<file path="config.mk">
export PLATFORM = sky130hd
export DESIGN_NAME = srv_icache_sa
export DESIGN_NICKNAME = d
export VERILOG_FILES = /design/src/rtl/srv_icache_sa.sv
export SDC_FILE = /design/constraint.sdc
export NUM_CORES = 2
export LEC_CHECK = 0
export CAP_MARGIN = 20
export CORE_AREA = 10 10 371 301
export CTS_CLUSTER_SIZE = 16
export DETAILED_ROUTE_END_ITERATION = 8
export DIE_AREA = 0 0 381 311
export GPL_ROUTABILITY_DRIVEN = 0
export PLACE_DENSITY_LB_ADDON = 0.3
export SLEW_MARGIN = 20
export SYNTH_ARGS = -nofsm -noshare
export SYNTH_HDL_FRONTEND = slang
export SYNTH_SLANG_ARGS = --single-unit
</file>
<file path="constraint.sdc">
create_clock -name clk -period 11.26 [get_ports clk]
set_clock_uncertainty 0.15 [all_clocks]
set_input_delay 1.689 -clock clk [delete_from_list [all_inputs] [get_ports clk]]
set_output_delay 1.689 -clock clk [all_outputs]
set_load 0.03 [all_outputs]
</file>
<file path="src/rtl/srv_icache_sa.sv">
// Set-associative L1 instruction cache for the schoolRISCV fetch path.
// Word-addressed lookup, tree-PLRU replacement, single outstanding line fill,
// and a set-by-set invalidate sequence for fence.i.
module srv_icache_sa #(
  parameter int CACHE_EN   = 1,
  parameter int NWAYS      = 2,
  parameter int NSETS      = 4,
  parameter int LINE_WORDS = 4
) (
  input  logic                       clk,
  input  logic                       rst_n,
  input  logic                       req_i,
  input  logic [31:0]                addr_i,
  output logic                       ready_o,
  output logic [31:0]                rdata_o,
  output logic                       rvalid_o,
  input  logic                       flush_i,
  output logic                       ext_req_o,
  output logic [31:0]                ext_addr_o,
  input  logic                       ext_rsp_i,
  input  logic [32*LINE_WORDS-1:0]   ext_data_i
);

  localparam int OFFS_W = $clog2(LINE_WORDS);
  localparam int IDX_W  = (NSETS > 1) ? $clog2(NSETS) : 0;
  localparam int TAG_W  = 32 - OFFS_W - IDX_W;
  localparam int IDX_S  = (IDX_W > 0) ? IDX_W : 1;
  localparam int WAY_W  = (NWAYS > 1) ? $clog2(NWAYS) : 1;
  localparam int unsigned LVL = $clog2(NWAYS);
  localparam int PLRU_W = (NWAYS > 1) ? NWAYS - 1 : 1;
  localparam int NODE_W = (PLRU_W > 1) ? $clog2(PLRU_W) : 1;
  localparam int LINE_W = 32 * LINE_WORDS;

  typedef enum logic [1:0] {S_IDLE, S_MISS, S_FLUSH} state_t;

  state_t                           state_q;
  logic [31:0]                      miss_addr_q;
  logic                             flush_pend_q;
  logic [IDX_S-1:0]                 flush_idx_q;
  logic [NSETS-1:0][NWAYS-1:0]      valid_q;
  logic [NSETS-1:0][PLRU_W-1:0]     plru_q;
  logic [TAG_W-1:0]                 tag_q  [NSETS][NWAYS];
  logic [LINE_W-1:0]                data_q [NSETS][NWAYS];

  logic [31:0]       lk_addr;
  logic [IDX_S-1:0]  lk_idx;
  logic [TAG_W-1:0]  lk_tag;
  logic [OFFS_W-1:0] lk_off;
  logic [NWAYS-1:0]  hit_vec;
  logic [WAY_W-1:0]  hit_way;
  logic [LINE_W-1:0] hit_line;
  logic [WAY_W-1:0]  victim;
  logic              hit;
  logic [31:0]       hit_word;
  logic [31:0]       fill_word;
  logic              accept;

  // Lowest invalid way first; otherwise follow the PLRU tree from the root.
  function automatic logic [WAY_W-1:0] pick_victim(input logic [NWAYS-1:0] v,
                                                   input logic [PLRU_W-1:0] p);
    logic [WAY_W-1:0]  w;
    logic [NODE_W-1:0] n;
    logic              found;
    w     = '0;
    n     = '0;
    found = 1'b0;
    for (int unsigned i = 0; i < NWAYS; i++) begin
      if (!found && !v[i]) begin
        w     = WAY_W'(i);
        found = 1'b1;
      end
    end
    if (!found) begin
      for (int unsigned l = 0; l < LVL; l++) begin
        w = (w << 1) | WAY_W'(p[n]);
        n = (n << 1) + NODE_W'(1) + NODE_W'(p[n]);
      end
    end
    return w;
  endfunction

  // Point every node on the path to the accessed way toward the other half.
  function automatic logic [PLRU_W-1:0] plru_touch(input logic [PLRU_W-1:0] p,
                                                   input logic [WAY_W-1:0] way);
    logic [PLRU_W-1:0] r;
    logic [WAY_W-1:0]  ws;
    logic [NODE_W-1:0] n;
    logic              dir;
    r  = p;
    ws = way;
    n  = '0;
    for (int unsigned l = 0; l < LVL; l++) begin
      dir  = ws[WAY_W-1];
      r[n] = ~dir;
      n    = (n << 1) + NODE_W'(1) + NODE_W'(dir);
      ws   = ws << 1;
    end
    return r;
  endfunction

  assign lk_addr = (state_q == S_MISS) ? miss_addr_q : addr_i;
  assign lk_idx  = (IDX_W > 0) ? IDX_S'(lk_addr >> OFFS_W) : '0;
  assign lk_tag  = TAG_W'(lk_addr >> (OFFS_W + IDX_W));
  assign lk_off  = OFFS_W'(lk_addr);

  // Tag compare across the indexed set; at most one way can match.
  always_comb begin
    hit_vec  = '0;
    hit_way  = '0;
    hit_line = '0;
    for (int unsigned w = 0; w < NWAYS; w++) begin
      if (CACHE_EN != 0 && valid_q[lk_idx][w] && tag_q[lk_idx][w] == lk_tag) begin
        hit_vec[w] = 1'b1;
        hit_way    = WAY_W'(w);
        hit_line   = data_q[lk_idx][w];
      end
    end
  end

  assign hit       = |hit_vec;
  assign victim    = pick_victim(valid_q[lk_idx], plru_q[lk_idx]);
  assign hit_word  = hit_line[{lk_off, 5'b0} +: 32];
  assign fill_word = ext_data_i[{lk_off, 5'b0} +: 32];

  assign ready_o    = (state_q == S_IDLE) & ~flush_i & ~flush_pend_q;
  assign accept     = req_i & ready_o;
  assign ext_req_o  = (state_q == S_MISS);
  assign ext_addr_o = {miss_addr_q[31:OFFS_W], {OFFS_W{1'b0}}};

  // Control FSM plus valid/PLRU state and the registered response.
  always_ff @(posedge clk or negedge rst_n) begin
    if (!rst_n) begin
      state_q      <= S_IDLE;
      miss_addr_q  <= '0;
      flush_pend_q <= 1'b0;
      flush_idx_q  <= '0;
      valid_q      <= '0;
      plru_q       <= '0;
      rvalid_o     <= 1'b0;
      rdata_o      <= '0;
    end else begin
      rvalid_o <= 1'b0;
      case (state_q)
        S_IDLE: begin
          if (flush_i) begin
            state_q     <= S_FLUSH;
            flush_idx_q <= '0;
          end else if (accept) begin
            if (hit) begin
              rdata_o  <= hit_word;
              rvalid_o <= 1'b1;
              if (NWAYS > 1) plru_q[lk_idx] <= plru_touch(plru_q[lk_idx], hit_way);
            end else begin
              miss_addr_q <= addr_i;
              state_q     <= S_MISS;
            end
          end
        end
        S_MISS: begin
          if (flush_i) flush_pend_q <= 1'b1;
          if (ext_rsp_i) begin
            if (CACHE_EN != 0) begin
              valid_q[lk_idx][victim] <= 1'b1;
              if (NWAYS > 1) plru_q[lk_idx] <= plru_touch(plru_q[lk_idx], victim);
            end
            rdata_o  <= fill_word;
            rvalid_o <= 1'b1;
            // A flush arriving in the same cycle as the fill is folded into the pending one.
            if (flush_pend_q || flush_i) begin
              state_q      <= S_FLUSH;
              flush_pend_q <= 1'b0;
              flush_idx_q  <= '0;
            end else begin
              state_q <= S_IDLE;
            end
          end
        end
        S_FLUSH: begin
          valid_q[flush_idx_q] <= '0;
          plru_q[flush_idx_q]  <= '0;
          if (flush_idx_q == IDX_S'(NSETS - 1)) state_q <= S_IDLE;
          else flush_idx_q <= flush_idx_q + 1'b1;
        end
        default: state_q <= S_IDLE;
      endcase
    end
  end

  // Tag and line storage, written only by a completing refill.
  always_ff @(posedge clk) begin
    if (state_q == S_MISS && ext_rsp_i && CACHE_EN != 0) begin
      tag_q[lk_idx][victim]  <= lk_tag;
      data_q[lk_idx][victim] <= ext_data_i;
    end
  end

endmodule

</file>
## Word level (Yosys, flattened, before mapping)

Memories as Yosys holds them, arrays and structs flattened.
Index checks and enable logic that the tools add are counted.

| storage, ports and cells | value |
|---|---|
| register bits | 82 |
| bits in writable memories | 1248 |
| input port bits | 165 |
| output and inout bits | 67 |
| word-level logic and storage cells | 141 |
| memories | 2 |

| operators by class | value |
|---|---|
| $add $sub $neg | 1 |
| order comparisons | 8 |
| eq/ne operators | 15 |
| shifts and indexed selects | 2 |
| muxes and demuxes | 64 |
| bitwise logic cells | 14 |
| reduce and logical (&&, ||, !) cells | 21 |

Memories:

| memory | depth | width | read ports | clocked after memory_dff | write ports | line | RTL |
|---|---|---|---|---|---|---|---|
| data_q | 4 | 256 | 1 | 0 | 1 | 43 | `logic [LINE_W-1:0] data_q [NSETS][NWAYS];` |
| tag_q | 4 | 56 | 1 | 0 | 1 | 42 | `logic [TAG_W-1:0] tag_q [NSETS][NWAYS];` |

Operators by type and width:

| operator | count |
|---|---|
| $mux W128 | 3 |
| $mux W256 | 1 |
| $shiftx A128 B8 Y32 | 2 |
| $mux W32 | 5 |
| $demux W128 S1 | 1 |
| $pmux W32 S2 | 1 |
| $eq A28 B28 Y1 | 2 |
| $mux W56 | 1 |
| $demux W28 S1 | 1 |
| $mux W28 | 1 |
| $mux W2 | 13 |
| $mux W1 | 18 |
| $mux W4 | 4 |
| $pmux W8 S2 | 1 |
| $reduce_and A5 Y1 | 3 |
| $ne A2 B2 Y1 const B | 6 |
| $pmux W2 S3 | 2 |
| $pmux W4 S3 | 1 |
| $and A8 B8 Y8 | 1 |
| $bwmux W4 | 2 |
| $demux W2 S2 | 2 |
| $logic_and A1 B1 Y1 | 8 |
| $mux W8 | 1 |
| $not A8 Y8 | 1 |
| 30 further kinds | 44 |

## Logic depth before layout (Yosys ltp)

| depth | value |
|---|---|
| depth after elaboration | 17 |
| depth in mapped cells | 19 |
| depth with buffers taken out | 14 |

## Worst setup path before layout

No wires, ideal clock.

| timing path | value |
|---|---|
| kind | input port to flip-flop |
| from | input addr_i[2] |
| to | memory data_q[0][0] in the netlist's numbering (enable) |
| setup time | 0.674 ns |
| data arrival time | 9.937 ns |
| setup slack | 0.500 ns |
| cell stages on the path | 8 |
| buffers on the path | 3 |
| path through | buf_2 -> mux2i_2 -> buf_4 -> buf_4 -> mux2i_1 -> o21ai_0 -> or2_2 -> nor2_1 |

| on the way | value |
|---|---|
| longest elaborated chain between the ends | 13 |
| elaborated cells on any way between the ends | 18 |
| classes of those cells | 2 x order compare; 12 x mux; 1 x bitwise; 3 x reduce/logical |

Ends and longest elaborated chain:

| item | line | RTL |
|---|---|---|
| from (decl) | 13 | `input logic [31:0] addr_i,` |
| $mux W32 * | 101 | `assign lk_addr = (state_q == S_MISS) ? miss_addr_q : addr_i;` |
| $bmux W2 S2 | 121 | `assign victim = pick_victim(valid_q[lk_idx], plru_q[lk_idx]);` |
| $mux W2 (implied by the code) | 121 |  |
| $logic_not A1 Y1 | 68 | `if (!found && !v[i]) begin` |
| $logic_and A1 B1 Y1 | 68 |  |
| $mux W1 | 68 |  |
| $mux W1 | 73 | `if (!found) begin` |
| $not A1 Y2 (implied by the code) | 193 | `data_q[lk_idx][victim] <= ext_data_i;` |
| $ge A2 B2 Y1 (implied by the code) or $lt A2 B1 Y1 (tied branches) | 193 |  |
| $logic_and A1 B1 Y1 (implied by the code) | 193 |  |
| $mux W128 (implied by the code) | 193 |  |
| $demux W128 S1 | 193 |  |
| $mux W256 (implied by the code) | 193 |  |
| to (decl) | 43 |  |

Mark *: on every way between the ends. The rest lies on a longest branch, timed or not. The select of a mux whose other input is x is not followed.

## Worst setup path after layout

| timing path | value |
|---|---|
| from | input addr_i[3] |
| to | register rdata_o[7] |

| on the way | value |
|---|---|
| longest elaborated chain between the ends | 11 |
| elaborated cells on any way between the ends | 21 |
| classes of those cells | 3 x eq/ne; 1 x shift; 11 x mux; 4 x reduce/logical; 2 x memory |

Ends and longest elaborated chain:

| item | line | RTL |
|---|---|---|
| $mux W32 * | 101 |  |
| $mem_v2 Z4 W56 or $bmux W2 S2 (tied branches) | - |  |
| $eq A28 B28 Y1 or $mux W2 (tied branches) | 112 | `if (CACHE_EN != 0 && valid_q[lk_idx][w] && tag_q[lk_idx][w] == lk_tag) begin` |
| $logic_and A1 B1 Y1 | 112 |  |
| $mux W128 (2 in series) | 112 |  |
| $shiftx A128 B8 Y32 | 122 | `assign hit_word = hit_line[{lk_off, 5'b0} +: 32];` |
| $mux W32 | 149 | `if (hit) begin` |
| $mux W32 | 148 | `end else if (accept) begin` |
| $mux W32 | 145 | `if (flush_i) begin` |
| $pmux W32 S2 | 143 | `case (state_q)` |
| to (signal assigned) | 150 | `rdata_o <= hit_word;` |
| to (signal assigned) | 166 | `rdata_o <= fill_word;` |
| to (decl) | 15 | `output logic [31:0] rdata_o,` |

Marks and branches as above.
A chain may end at the register's enable or synchronous reset.

==> run_results.csv <==
group,metric,value,unit
floorplan,initial_core_util,0.547,
sta,fin_crit,6910,ps
route,ant_nets,0,
global_routing,gr-usage-met3,0.0568,
worst_setup_path,cp.depth,14,
clock_tree,htreeDepth,4,
power_and_ir_drop,powerDensity,198,nW/µm²
status,outcome,"finished, final reports clean",
global_routing,grt_usage,0.267,
clock_tree,cts_resized,0,
synthesis,ys.flop_type,"edfxtp_1",
clock_tree,clockBufferDepth,3,
global_routing,antenna_found_initial,40,
placement,place_ws,3630,ps
route,drc_errors,0,
global_routing,grt_pass1_wl,240,mm
power_and_ir_drop,finalPower,0.0127,W
power_and_ir_drop,p_leak,22.5,nW
floorplan,fp-row-count,106,
clock_tree,clk_latency,780,ps
floorplan,dieArea,118000,µm²
cells_and_area,final_layout_size_suffix_gt1_frac,0.0862,
synthesis,synth_cells,4465,
sta,hold_viol_final,0,
power_and_ir_drop,ir_drop,0.169,mV
worst_setup_path,cp.required,11790,ps
sta,max_freq,145,MHz
clock_tree,clock_sinks,1330,
floorplan,die_h,311,µm
floorplan,ios,232,
synthesis,synthesis.area,56900,µm²
clock_tree,cts-root-buf,"clkbuf_16",
synthesis,avgSynthCellArea,12.7,µm²
worst_setup_path,critPathTopFamily,"buffers and inverters",
synthesis,synth_seq_cells,1330,
worst_setup_path,worstPathMaxFanout,190,
placement,hpwl,88.1,mm
sta,setup_tns,0,ps
sta,setup_viol,0,
floorplan,coreArea,104000,µm²
sta,final-max-slew-violation-count,0,
clock_tree,clkSlewWorstSetupHoldPaths,60,ps
route,dr_total_vias,37725,
worst_setup_path,crit_type,"input pin to register",
global_routing,grt_start_max_net_pins,191,
worst_setup_path,worst-path-buf-inv,3,
placement,portBuffers,229,
route,via_per_inst,6.21,
cells_and_area,fill_cells,7849,
route,drt-initial-drc-count,4961,
route,first_pass_iters,6,
sta,timing.final.ws_setup,4350,ps
route,routedWlPerCell,26.6,µm
clock_tree,ctsHoldBuffers,0,
placement,placedCellCount,5821,
worst_hold_path,min_path_cells,1,
clock_tree,numCtsBuffers,130,
worst_setup_path,start_kind,"input pin",
sta,slew_headroom,0.262,
synthesis,synthDistinctLibCells,64,
global_routing,grtUsageMet1,0.369,
worst_hold_path,hold_path_class,"register to register",
cells_and_area,stdcell_count,6079,
cells_and_area,fin_nets,4722,
worst_setup_path,cp-end-kind,"register",
route,drt-total-wl,162,mm
synthesis,yosysSeqAreaShare,0.695,
global_routing,grt_pass1_vias,36072,
floorplan,die-width,381,µm
worst_setup_path,worst_r2r_path_depth,15,
synthesis,synthArstFlopShare,0.0617,
global_routing,met2_usage,0.409,
clock_tree,cts_tree,"done",
sta,min_period_over_period,0.613,
global_routing,overflow,0,
clock_tree,cts_setup_buffers,0,
synthesis,yosys_warnings,0,
sta,rsz0062_at_grt,"false",
worst_setup_path,arrival,7440,ps
worst_setup_path,slowest_stage,"buf_4",
flow_run,cap_violations,0,
cells_and_area,area_growth,12.9,%
synthesis,synth_edf_count,1248,
global_routing,grt.busiest_layer,"met2",
sta,tightest_slew,1110,ps
worst_setup_path,critPathMaxStageDelay,810,ps
worst_setup_path,crit_path_cell_trace,"clkdlybuf4s50_1 > mux2_8 > buf_12 > mux2i_1 > a221oi_1 > nor2_1 > nor4_1 > and3_1 > and3b_4 > buf_4 > nand3_2 > a221oi_2 > o22ai_1 > o21ai_1",
-- cells in the final DEF, fill, tap and decap left out, drive strengths merged, types with 58 or more instances in the layout --
cell type         n
a21oi           134
a31oi           164
and3            164
and4             66
clkbuf          176
clkdlybuf4s50   228
dfrtp            82
edfxtp         1248
inv              58
mux2            106
mux2i           200
nand2          1093
nand3           230
o21ai           224
-- metrics by stage --
step                      instance area, µm²  hold WS, ps   util
final                                  64200          359  0.618
after global routing                   64200          369  0.618
after CTS                              64200          358  0.617
after detailed placement               60100          337  0.578
after global placement                 60100          335  0.578
after floorplan                        56900          315      -
-- Yosys cell counts, drive strengths merged, types with 2 or more instances --
cell type | count | area [µm²]
nor2b | 53 | 332
ha | 8 | 100
or2 | 5 | 31.3
nand2 | 1093 | 4100
a22oi | 2 | 15.0
nor4b | 3 | 26.3
a21oi | 134 | 671
a32oi | 2 | 17.5
nor3b | 4 | 30.0
a22o | 8 | 70.1
nand3 | 230 | 1190
a221oi | 23 | 245
xnor2 | 57 | 499
mux4 | 6 | 135
mux2i | 200 | 2010
nand4 | 39 | 244
nor4 | 10 | 68.8
inv | 51 | 191
clkbuf | 233 | 876
o22ai | 33 | 213
nand3b | 3 | 22.5
buf | 99 | 701
edfxtp | 1248 | 37500
nand2b | 2 | 12.5
a31oi | 164 | 1030
nand4b | 2 | 17.5
nor2 | 36 | 135
o21ai | 224 | 1130
dfrtp | 82 | 2050
mux2 | 106 | 1200
xor2 | 2 | 17.5
nor3 | 53 | 265
and3b | 4 | 35.0
and3 | 164 | 1030
and4 | 66 | 578
-- state kept, by name, summed over array words and instances (netlist names), named ones only --
register      flops
data_q         1024
tag_q           224
miss_addr_q      32
rdata_o          32
valid_q           8
flush_idx_q       2
state_q           2
flush_pend_q      1
rvalid_o          1
-- area by class of cell --
type / count / area, µm² / share of cell area
Sequential cell: 1330 / 39500 / 0.615
Antenna cell: 23 / 57.6 / 0.000896
Inverter: 51 / 191 / 0.00298
Clock inverter: 59 / 452 / 0.00703
Multi-Input combinational cell: 2753 / 15800 / 0.246
Clock buffer: 176 / 3630 / 0.0565
Timing Repair Buffer: 283 / 2830 / 0.0441
Tap cell: 1404 / 1760 / 0.0273
-- report_power, final --
| group | internal, W | total (W) | switching (W) |
|---|---|---|---|
| sequential | 0.00563 | 0.00581 | 0.000184 |
| clock | 0.00234 | 0.00420 | 0.00186 |
| combinational | 0.000952 | 0.00272 | 0.00177 |
-- layer usage --
metal	part of all wire	vias to the layer above
li1	-	16582
met1	0.41	18727
met2	0.46	2102
met3	0.095	294
met4	0.033	20
met5	0.00089	-
-- worst paths after layout --
| kind | start | endpoint | slack [ps] |
|---|---|---|---|
| max | addr_i[3] | rdata_o[7]$_DFFE_PN0P_ | 4350 |
| min | valid_q[5]$_DFFE_PN0P_ | valid_q[5]$_DFFE_PN0P_ | 360 |
| max reg2reg | state_q[1]$_DFFE_PN0P_ | rdata_o[7]$_DFFE_PN0P_ | 4760 |
| min reg2reg | valid_q[5]$_DFFE_PN0P_ | valid_q[5]$_DFFE_PN0P_ | 360 |
| max in group asynchronous | rst_n | miss_addr_q[0]$_DFFE_PN0P_ | 8800 |
| min in group asynchronous | rst_n | rdata_o[17]$_DFFE_PN0P_ | 880 |
-- worst register-to-register path, stage by stage (launching register included) --
cell and delay [ps]:
dfrtp_1 410, inv_1 170, ha_4 460, buf_4 560, mux2i_1 670, inv_1 350, xnor2_1 220, mux2i_1 380
nand4_1 220, nor4_2 370, and3b_4 760, buf_4 850, nand3_2 170, a221oi_2 410, o22ai_1 140, o21ai_1 150
-- cell families (layout without fill, tap and decap cells) --
logic type / Yosys count / after routing / synth area share
XOR/XNOR: 59 / 59 / 0.00908
flip-flops: 1330 / 1330 / 0.695
AND/OR/NAND/NOR: 1772 / 1772 / 0.143
AO/OA/AOI/OAI: 600 / 600 / 0.0611
multiplexers: 312 / 312 / 0.0587
buffers and inverters: 383 / 569 / 0.0311
adder cells (fa/ha/maj): 8 / 8 / 0.00176
other: 1 / 25 / 0.0000659
Power figures use the tool's default switching activity.
